`src/rtl/genius_sequence_player.sv`:
```
// Sequence player for the genius game: appends one LFSR colour per round and replays the
// stored sequence as timed on/off flashes; exposes a combinational read port for the checker.
module genius_sequence_player #(
  parameter int unsigned MAX_LEN    = 32,
  parameter int unsigned ON_CYCLES  = 50000000,
  parameter int unsigned OFF_CYCLES = 25000000,
  parameter logic [15:0] LFSR_SEED  = 16'hACE1
) (
  input  logic       CLK,
  input  logic       RESET,
  input  logic       START,
  input  logic       CLEAR,
  input  logic [1:0] C,
  output logic       END,
  output logic       LED_ON,
  output logic [1:0] COLOR,
  output logic [6:0] SEQ_LEN,
  output logic       FULL,
  output logic       BUSY,
  input  logic [5:0] RD_IDX,
  output logic [1:0] RD_COLOR
);

  localparam int unsigned AW      = $clog2(MAX_LEN);
  localparam int unsigned MAX_CYC = (ON_CYCLES > OFF_CYCLES) ? ON_CYCLES : OFF_CYCLES;
  localparam int unsigned TW      = $clog2(MAX_CYC + 1);

  typedef enum logic [2:0] {StIdle, StAppend, StOn, StOff, StDone} state_e;

  state_e          state_q, state_d;
  logic [6:0]      len_q, len_d;
  logic [AW-1:0]   idx_q, idx_d;
  logic [TW-1:0]   timer_q, timer_d;
  logic [15:0]     lfsr_q, lfsr_d;
  logic [TW-1:0]   t_on, t_off;
  logic            we;
  logic [1:0]      mem [MAX_LEN];

  always_ff @(posedge CLK) begin
    if (RESET) begin
      state_q <= StIdle;
      len_q   <= '0;
      idx_q   <= '0;
      timer_q <= '0;
      lfsr_q  <= LFSR_SEED;
    end else begin
      state_q <= state_d;
      len_q   <= len_d;
      idx_q   <= idx_d;
      timer_q <= timer_d;
      lfsr_q  <= lfsr_d;
    end
  end

  always_ff @(posedge CLK) begin
    if (we && !RESET) begin
      mem[len_q[AW-1:0]] <= lfsr_q[1:0];
    end
  end

  always_comb begin
    // Durations shrink with speed level but never reach zero.
    t_on  = TW'(ON_CYCLES >> C);
    t_off = TW'(OFF_CYCLES >> C);
    if (t_on == '0)  t_on  = TW'(1);
    if (t_off == '0) t_off = TW'(1);
  end

  always_comb begin
    state_d = state_q;
    len_d   = len_q;
    idx_d   = idx_q;
    timer_d = timer_q;
    we      = 1'b0;
    // Right-shift form of taps 16,14,13,11.
    lfsr_d  = {lfsr_q[0] ^ lfsr_q[2] ^ lfsr_q[3] ^ lfsr_q[5], lfsr_q[15:1]};

    unique case (state_q)
      StIdle: begin
        if (START) state_d = StAppend;
      end
      StAppend: begin
        if (!FULL) begin
          we    = 1'b1;
          len_d = len_q + 7'd1;
        end
        idx_d   = '0;
        timer_d = t_on - TW'(1);
        state_d = StOn;
      end
      StOn: begin
        if (timer_q == '0) begin
          timer_d = t_off - TW'(1);
          state_d = StOff;
        end else begin
          timer_d = timer_q - TW'(1);
        end
      end
      StOff: begin
        if (timer_q == '0) begin
          if (7'(idx_q) == len_q - 7'd1) begin
            state_d = StDone;
          end else begin
            idx_d   = idx_q + AW'(1);
            timer_d = t_on - TW'(1);
            state_d = StOn;
          end
        end else begin
          timer_d = timer_q - TW'(1);
        end
      end
      StDone: state_d = StIdle;
      default: state_d = StIdle;
    endcase

    // CLEAR wins over everything: empties the sequence and aborts any playback.
    if (CLEAR) begin
      state_d = StIdle;
      len_d   = '0;
      we      = 1'b0;
    end
  end

  assign END      = (state_q == StDone);
  assign LED_ON   = (state_q == StOn);
  assign COLOR    = (state_q == StOn) ? mem[idx_q] : 2'd0;
  assign BUSY     = (state_q != StIdle);
  assign SEQ_LEN  = len_q;
  assign FULL     = (len_q == 7'(MAX_LEN));
  assign RD_COLOR = ({1'b0, RD_IDX} < len_q) ? mem[RD_IDX[AW-1:0]] : 2'd0;

endmodule

```
`config.mk`:
```
export PLATFORM = sky130hd
export DESIGN_NAME = genius_sequence_player
export DESIGN_NICKNAME = d
export VERILOG_FILES = /design/src/rtl/genius_sequence_player.sv
export SDC_FILE = /design/constraint.sdc
export NUM_CORES = 1
export LEC_CHECK = 0
export ABC_AREA = 0
export ABC_CLOCK_PERIOD_IN_PS = 5300
export CORE_ASPECT_RATIO = 1.4
export CORE_MARGIN = 2
export CORE_UTILIZATION = 60
export CTS_CLUSTER_SIZE = 28
export DETAILED_ROUTE_END_ITERATION = 16
export PLACE_DENSITY_LB_ADDON = 0.05
export SYNTH_ARGS = -nofsm -noshare
export SYNTH_HDL_FRONTEND = slang
export SYNTH_SLANG_ARGS = --single-unit
```
`constraint.sdc`:
```
create_clock -name CLK -period 5.3 [get_ports CLK]
set_input_delay 1.325 -clock CLK [delete_from_list [all_inputs] [get_ports CLK]]
set_output_delay 1.325 -clock CLK [all_outputs]
set_load 0.02 [all_outputs]
```
# Word-level counts from Yosys, hierarchy flattened

Memories as Yosys holds them, arrays and structs flattened. A register that Yosys moved wholly into a read port is not among the register bits.
Index checks and enable logic that the tools add are counted.

Register bits: 57
Bits in latches: 0
Memory bits (writable): 64
Memory bits (read-only): 0
Bits of input ports: 12
Output and inout bits: 15
Word-level logic and storage cells: 67
Memories: 1

Memories:

| memory | words | width | rd ports | clocked after Yosys merged registers in | write ports | RTL line | RTL |
|---|---|---|---|---|---|---|---|
| mem    | 32    | 2     | 2        | 1                                       | 1           | 37       | `logic [1:0] mem [MAX_LEN];` |

$add $sub $neg: 6
$mul: 0
Divide/modulo/power cells: 0
Order comparisons: 1
Equal/unequal tests: 11
Shift-type cells: 2
Muxes and demuxes: 23
Bitwise operators: 4
Reduce and logical (&&, ||, !) cells: 14

Operator list:

| operator                                            | count |
|---|---|
| two-way mux 26 bit                                  | 5 |
| zero test 26 bit                                    | 3 |
| case mux 26 bit (3 select lines)                    | 1 |
| subtractor 26 x 1 -> 26 bit, second input constant  | 3 |
| right shift 25 x 2 -> 26 bit, first input constant  | 1 |
| right shift 26 x 2 -> 26 bit, first input constant  | 1 |
| two-way mux 5 bit                                   | 4 |
| two-way mux 3 bit                                   | 4 |
| case mux 3 bit (4 select lines)                     | 1 |
| case mux 5 bit (2 select lines)                     | 1 |
| adder 7 x 1 -> 7 bit, second input constant         | 1 |
| equality test 5 x 7 -> 1 bit                        | 1 |
| equality test 7 x 6 -> 1 bit, second input constant | 1 |
| < comparator 6 x 7 -> 1 bit                         | 1 |
| subtractor 7 x 1 -> 7 bit, second input constant    | 1 |
| equality test 3 x 2 -> 1 bit, second input constant | 2 |
| != test 2 bit, second input constant                | 3 |
| AND reduction 3 bit                                 | 2 |
| nonzero test 3 bit                                  | 2 |
| adder 5 x 1 -> 5 bit, second input constant         | 1 |
| two-way mux 1 bit                                   | 5 |
| two-way mux 2 bit                                   | 2 |
| AND reduction 2 bit                                 | 2 |
| equality test 3 x 1 -> 1 bit, second input constant | 1 |
| other kinds (10)                                    | 12 |

# Logic depth before layout (Yosys ltp)

Gate-level depths: netlist (run 1).

Word-level depth: 7
Gate-level depth with buffers: 12
Gate-level depth less buffers: 9

# Least setup slack after synthesis (run 1)

Ideal clock, no wire load.

Kind: input to output
From: input RD_IDX[0]
To: output RD_COLOR[0]
Arrival time: 3,275 ps
Data required time: 3,975 ps
Slack: 700 ps
Stages on the path: 6
Buffers on the path: 2
Cells stage by stage: clkbuf_1 > buf_2 > mux4_2 > mux4_2 > mux2i_1 > nor2_1

Word-level cells in the longest chain between the ends: 2
Elaborated cells between the ends (all ways): 3
Those cells by class: order compare (1); mux (1); memory (1)

Ends and longest elaborated chain:

| item                                                                      | RTL line | RTL |
|---|---|---|
| start: declaration                                                        | 20       | `input logic [5:0] RD_IDX,` |
| memory (32 x 2 bit) / < comparator 6 x 7 -> 1 bit (equally long branches) | n/a      |  |
| two-way mux 2 bit *                                                       | 130      | `assign RD_COLOR = ({1'b0, RD_IDX} < len_q) ? mem[RD_IDX[AW-1:0]] : 2'd0;` |
| end: declaration                                                          | 21       | `output logic [1:0] RD_COLOR` |

Mark *: on every way between the ends. The rest lies on a longest branch, timed or not.

# Worst setup path after layout (run 1)

Ends and elaborated chain as after synthesis.

==> results of run 1 <==
-- worst paths after layout --
kind | endpoint | slack (ps) | depth (start not counted) | start
hold reg to reg | lfsr_q[10]$_SDFF_PP1_ | 410 | 1 | lfsr_q[11]$_SDFF_PP1_
setup / recovery | RD_COLOR[0] | 150 | 7 | RD_IDX[0]
setup reg to reg | idx_q[4]$_SDFFE_PP0P_ | 1970 | 7 | timer_q[15]$_SDFFE_PP0P_
hold / removal | lfsr_q[10]$_SDFF_PP1_ | 410 | 1 | lfsr_q[11]$_SDFF_PP1_
-- placed cells by master (no fill, tap or decap), drive strengths merged, types with 3 or more instances in the layout --
cell and count:
nor2 70, edfxtp 64, dfxtp 62, mux4 40, nand2 32, a21oi 29, nor3 29, o21ai 27
clkdlybuf4s50 26, inv 22, nand3 20, clkbuf 20, nor2b 13, ha 13, nor4 13, xnor2 12
or3 11, a211oi 11, or2 10, xor2 8, nand4 8, buf 8, nand2b 7, clkinv 7
mux2i 6, o211ai 5, a311oi 4, a221oi 4, a21o 3, a31oi 3, o21a 3, a2111oi 3
o22ai 3
-- Yosys cell counts, drive strengths merged (4+ instances only) --
library cell and n:
a211oi 11, buf 12, dfxtp 62, nor4 13, nand2 32, mux4 40, nor2 70, edfxtp 64
xnor2 12, clkbuf 22, nand3 20, xor2 8, or2 10, nand4 8, o211ai 5, o21ai 27
ha 13, a21oi 29, nand2b 7, mux2i 6, or3 11, a221oi 4, nor3 29, a311oi 4
nor2b 13, inv 15
-- cells by family after synthesis --
kind of cell | count (synthesis) | synth area share (%)
compound gates | 110 | 11.19
xor+xnor | 20 | 2.660
fa+ha+maj | 13 | 2.470
buf+inv | 51 | 3.476
flops | 126 | 48.02
mux | 46 | 14.59
simple gates | 223 | 17.59
-- critical path, stage by stage --
cell and delay, ps:
sky130_fd_sc_hd__clkdlybuf4s50_1 500, sky130_fd_sc_hd__buf_12 180, sky130_fd_sc_hd__mux4_2 510, sky130_fd_sc_hd__mux4_2 490, sky130_fd_sc_hd__mux2i_1 170, sky130_fd_sc_hd__nor2_1 70
sky130_fd_sc_hd__clkdlybuf4s50_1 540
-- metal layers --
layer	part of all wire, %	track usage (%)
met1	37	34.63
met2	52	52.30
met3	4.6	5.291
met4	6.7	20.63
met5	0	0
-- through the flow --
| step | total power [mW] | utilization [%] | instance area [µm²] | hold slack (ps) |
|---|---|---|---|---|
| after global placement | 1.411 | 64.44 | 6930 | 395.1 |
| after floorplan | 1.334 | - | 6586 | 389.5 |
| final | 2.530 | 69.85 | 7512 | 412.8 |
| after detailed placement | 1.418 | 64.44 | 6930 | 393.8 |
| after CTS | 2.544 | 69.85 | 7512 | 417.2 |
| after global routing | 2.622 | 69.85 | 7512 | 434.9 |
-- sequential cells by signal, summed over array words and instances, names as in the netlist, named ones only --
| register | cells |
|---|---|
| lfsr_q | 16 |
| state_q | 3 |
| idx_q | 5 |
| SEQ_LEN | 7 |
| timer_q | 26 |
| mem | 64 |
-- layout make-up --
type                       instances  area, µm²  area share (%)
sequential                       126       3163           42.11
clock inverter                    12      92.59           1.233
tap                              141      176.4           2.348
multi-input combinational        412       3194           42.52
inverter                          17      63.81          0.8494
timing repair buffer              34      332.8           4.430
clock buffer                      20      489.2           6.512
-- where the power goes --
group          total (mW)  internal (mW)  switching (mW)
combinational       0.306          0.129           0.177
clock                1.13          0.675           0.452
sequential           1.10           1.05          0.0442
==> key figures, run 1 <==
Cells and area
  • Layout area overhead: 14.06%
  • # nets final: 633
  • Ratio of cells with drive above 1 in the final layout: 16.26%
  • Inserted Diodes: 0
  • Final non-filler cell total: between 700 and 800
  • Count of fill cells added during filler insertion: between 800 and 900

Placed design
  • Number of instances in the placed design: 730
  • Detailed-placement wirelength estimate: 11680 µm
  • Setup slack after placement: about 150 ps
  • Count of input and output buffers: 26
  • Gpl congestion: roughly 0.89

Timing
  • Final setup violating endpoints: 0
  • Final Hold Fails: 0
  • Relative slew slack: between 20% and 30%
  • Final critical path time including I/O delays and setup: 5145 ps
  • Maximum operating frequency: 194.4 MHz
  • Crit share post-route: 97.08%
  • Transition time at the pin with the least slew margin: 1149 ps
  • RSZ-0062 raised after global routing: false
  • Setup TNS after final layout: 0 ps
  • Worst setup margin: 154.9 ps
  • Post-Route Skew: 9.312 ps
  • Number of pins with negative max-slew slack in the final report: 0

Clock tree
  • Count of H-tree levels built during CTS: 4
  • # clock sinks: 126
  • CTS tree: done
  • Clock insertion delay at the later pin of the skew report: roughly 410 ps
  • Clock buffers created by TritonCTS: 17
  • Number of buffers inserted by hold repair at cts: 0
  • Resize count post-CTS: 0
  • CTS clock-pin slew for the worst setup and hold paths: roughly 60 ps
  • Clock root cell: sky130_fd_sc_hd__clkbuf_16
  • Post-CTS setup buffers: 0
  • Max Root-Sink Buffers: 2

GRT
  • Number of global-route vias before repair: around 5100
  • Initial antenna violation count: 0
  • Overall overflow remaining after global route: 0
  • Aggregate global-route resource usage: between 30% and 40%
  • Maximum number of pins on one net before global-route repair: 38
  • First-pass GRT wire length: 27030 µm

Floorplanning
  • Initial Util: 61.24%
  • Floorplan core area: 10750 µm²
  • I/O pin total: 27
  • Die Footprint: 11840 µm²
  • Die W: 92.55 µm
  • Row cnt: 45
  • Die Height: 128.0 µm

Logic synthesis
  • Yosys top cell by area: sky130_fd_sc_hd__edfxtp_1
  • Post-synthesis net count: roughly 610
  • Synthesis warning total: 0
  • Number of synthesized flops with an enable pin: 64
  • Async S/R FF share, synth: 0%
  • Synthesized area divided by synthesized cell count: between 10 and 15 µm²
  • Yosys reg bits: around 130
  • Sequential share of the synthesized area: 48.02%
  • Cell Area, Synth: 6586 µm²
  • Commonest register cell after synthesis: sky130_fd_sc_hd__edfxtp_1
  • Count of distinct cell types in the synthesized netlist: 62
  • Top cells by area in the synthesized netlist: sky130_fd_sc_hd__edfxtp_1 (29%), sky130_fd_sc_hd__dfxtp_1 (19%), sky130_fd_sc_hd__mux4_2 (14%)
  • Synth Instances: 589
  • Top-area cell type share of the netlist area: 29.18%

Route
  • Detailed-routing iteration count for the pre-antenna-repair pass: 5
  • DR iter-0 viols: 327
  • Mean routed wirelength per cell: 22.04 µm
  • Via density: 6.602
  • DRT antenna net count: 0
  • Routed WL: 16800 µm
  • DRC violations left: 0
  • Detailed-route via count: 5031

Critical path
  • Kind of start point of the critical path: input pin
  • Category of the worst setup path capture point: output pin
  • Crit path arrival time: 3820 ps
  • Critical path data required time: 3970 ps
  • Critical path start-end classification: input pin to output pin
  • Top fanout value on the critical path: 17

Power
  • Static leakage power: 2.507 nW
  • Areal power density over the cells: 336.7 nW/µm²
  • Max rail drop VDD: 0.0002341 V

Worst hold path
  • Worst Hold Class: flip-flop to flip-flop

Job
  • Max-cap check violation count: 0

Outcome
  • Result of the run: complete, no violations
Power figures use the tool's default switching activity.
==> inputs of run 2 (changes only) <==
SLEW_MARGIN = 20   (was unset)
==> key figures, run 2 (same netlist as run 1, synthesis figures left out) <==
Outcome
  • Result of the run: complete, no violations (unchanged)

Timing
  • RSZ-0062 raised after global routing: false (unchanged)
  • Transition time at the pin with the least slew margin: 1048 ps (was 1149 ps)
  • Final critical path time including I/O delays and setup: 5143 ps (was 5145 ps)
  • Maximum operating frequency: 194.5 MHz (was 194.4 MHz)
  • Crit share post-route: 97.03% (was 97.08%)
  • Relative slew slack: 30.15% (was 23.32%)
  • Final Hold Fails: 0 (unchanged)
  • Post-Route Skew: 12.22 ps (was 9.312 ps)
  • Setup TNS after final layout: 0 ps (unchanged)
  • Worst setup margin: 157.3 ps (was 154.9 ps)
  • Final setup violating endpoints: 0 (unchanged)
  • Number of pins with negative max-slew slack in the final report: 0 (unchanged)

Clock tree
  • Count of H-tree levels built during CTS: 4 (unchanged)
  • Number of buffers inserted by hold repair at cts: 0 (unchanged)
  • CTS clock-pin slew for the worst setup and hold paths: 60 ps (about the same)
  • Resize count post-CTS: 0 (unchanged)
  • # clock sinks: 126 (unchanged)
  • Clock buffers created by TritonCTS: 17 (unchanged)
  • CTS tree: done (unchanged)
  • Post-CTS setup buffers: 0 (unchanged)
  • Max Root-Sink Buffers: 2 (unchanged)
  • Clock root cell: sky130_fd_sc_hd__clkbuf_16 (unchanged)
  • Clock insertion delay at the later pin of the skew report: 410 ps (about the same)

Critical path
  • Kind of start point of the critical path: input pin (unchanged)
  • Critical path data required time: 3970 ps (about the same)
  • Launching instance or port of the critical path: RD_IDX[0] (unchanged)
  • Cells on worst reg2reg path: 9 (was 7)
  • Top fanout value on the critical path: 17 (unchanged)
  • Critical path start-end classification: input pin to output pin (unchanged)
  • Worst flop-to-flop path startpoint: SEQ_LEN[0]$_SDFFE_PP0P_ (was timer_q[15]$_SDFFE_PP0P_)
  • Worst setup slack for register-to-register paths: 1940 ps (was 1970 ps)
  • Category of the worst setup path capture point: output pin (unchanged)
  • Crit path arrival time: 3820 ps (about the same)
  • Reg-to-reg endpoint: timer_q[10]$_SDFFE_PP0P_ (was idx_q[4]$_SDFFE_PP0P_)
  • Worst setup path end: RD_COLOR[0] (unchanged)

GRT
  • Initial antenna violation count: 0 (unchanged)
  • Aggregate global-route resource usage: 30.50% (unchanged)
  • Number of global-route vias before repair: 5104 (unchanged)
  • Maximum number of pins on one net before global-route repair: 38 (unchanged)
  • Overall overflow remaining after global route: 0 (unchanged)
  • First-pass GRT wire length: 27030 µm (unchanged)

Floorplanning
  • Initial Util: 61.24% (unchanged)
  • I/O pin total: 27 (unchanged)
  • Die Height: 128.0 µm (unchanged)
  • Die W: 92.55 µm (unchanged)
  • Floorplan core area: 10750 µm² (unchanged)
  • Die Footprint: 11840 µm² (unchanged)
  • Row cnt: 45 (unchanged)

Route
  • DR iter-0 viols: 325 (was 327)
  • Detailed-routing iteration count for the pre-antenna-repair pass: 5 (unchanged)
  • DRT antenna net count: 0 (unchanged)
  • Detailed-route via count: 5063 (was 5031)
  • Mean routed wirelength per cell: 22.08 µm (was 22.04 µm)
  • Via density: 6.644 (was 6.602)
  • Routed WL: 16820 µm (was 16800 µm)
  • DRC violations left: 0 (unchanged)

Placed design
  • Count of input and output buffers: 26 (unchanged)
  • Gpl congestion: 0.8923 (unchanged)
  • Setup slack after placement: 152.8 ps (unchanged)
  • Detailed-placement wirelength estimate: 11680 µm (unchanged)

Power
  • Clock network fraction of design power: 44.5% (was 44.6%)
  • Static leakage power: 2.508 nW (was 2.507 nW)
  • Areal power density over the cells: 336.2 nW/µm² (was 336.7 nW/µm²)
  • Switching power total: 0.6701 mW (was 0.6728 mW)
  • Max rail drop VDD: 0.0002339 V (was 0.0002341 V)
  • Combinational group share of total power: 12.1% (about the same)
  • Reg power frac: 43.4% (about the same)
  • Switch share: 26.52% (was 26.60%)
  • Cell internal pwr: 1.856 mW (was 1.857 mW)

Cells and area
  • Leading cell types in the layout, fill and taps excluded: sky130_fd_sc_hd__nor2_1 (70), sky130_fd_sc_hd__edfxtp_1 (64), sky130_fd_sc_hd__dfxtp_1 (60), sky130_fd_sc_hd__mux4_2 (40), sky130_fd_sc_hd__nand2_1 (32) (was sky130_fd_sc_hd__nor2_1 (70), sky130_fd_sc_hd__edfxtp_1 (64), sky130_fd_sc_hd__dfxtp_1 (62), sky130_fd_sc_hd__mux4_2 (40), sky130_fd_sc_hd__nand2_1 (32))
  • Layout area overhead: 14.10% (was 14.06%)
  • Inserted Diodes: 0 (unchanged)
  • Number of flip-flops under the largest register name: 64 (unchanged)
  • Commonest non-fill, non-tap cell in the layout: sky130_fd_sc_hd__nor2_1 (unchanged)
  • # nets final: 633 (unchanged)
  • Ratio of cells with drive above 1 in the final layout: 16.59% (was 16.26%)

Job
  • Max-cap check violation count: 0 (unchanged)

Worst hold path
  • Worst Hold Class: flip-flop to flip-flop (unchanged)
## run 2: cell counts in the layout (fill, tap and decap cells not counted)
No cell type changed its count.
## run 2: critical path, stage by stage
cell and delay [ps]:
sky130_fd_sc_hd__clkdlybuf4s50_1 500, sky130_fd_sc_hd__buf_12 190, sky130_fd_sc_hd__mux4_2 510, sky130_fd_sc_hd__mux4_2 490, sky130_fd_sc_hd__mux2i_1 170, sky130_fd_sc_hd__nor2_1 70, sky130_fd_sc_hd__clkdlybuf4s50_1 550
## run 2: worst min-delay path by stage
stage	startpoint	endpoint	cells after the start
CTS	lfsr_q[11]$_SDFF_PP1_	lfsr_q[10]$_SDFF_PP1_	1
detailed placement	lfsr_q[7]$_SDFF_PP1_	lfsr_q[6]$_SDFF_PP1_	1
global placement	lfsr_q[11]$_SDFF_PP1_	lfsr_q[10]$_SDFF_PP1_	1
global route	lfsr_q[7]$_SDFF_PP1_	lfsr_q[6]$_SDFF_PP1_	1
finish	lfsr_q[11]$_SDFF_PP1_	lfsr_q[10]$_SDFF_PP1_	1
floorplan	lfsr_q[11]$_SDFF_PP1_	lfsr_q[10]$_SDFF_PP1_	1
## run 2: final cells by class
class | count | area, µm²
multi-input cells | 412 | 3194
fillers | 806 | 3239
inverters | 17 | 63.81
repair buffers | 34 | 332.8
well taps | 141 | 176.4
flip-flops and latches | 126 | 3166
clock inverters | 12 | 92.59
clock buffers | 20 | 489.2
## run 2: through the flow
step                      power [mW]  cells  instance area, µm²  util [%]  hold WS, ps
after floorplan                1.334    589                6586         -        389.5
after global placement         1.411    730                6930     64.44        395.1
after detailed placement       1.418    730                6930     64.44        393.8
after CTS                      2.544    762                7512     69.85        417.2
after global routing           2.623    762                7515     69.88        434.5
final                          2.527    762                7515     69.88        412.6
## run 2: power groups by stage
stage	Sequential (mW)	Combinational [mW]	Clock, mW
6_report	1.10	0.306	1.12
5_1_grt	1.10	0.335	1.19
4_1_cts	1.10	0.304	1.14
3_5_place_dp	1.12	0.302	0
3_3_place_gp	1.11	0.296	0
2_1_floorplan	1.10	0.235	0
## run 2: metal layers
layer | vias up | global-route usage (%) | routed length, µm
li1 | 2284 | - | -
met1 | 2490 | 34.63 | 6038
met2 | 224 | 52.30 | 8900
met3 | 65 | 5.291 | 808
met4 | 0 | 20.63 | 1076
met5 | - | 0 | 0
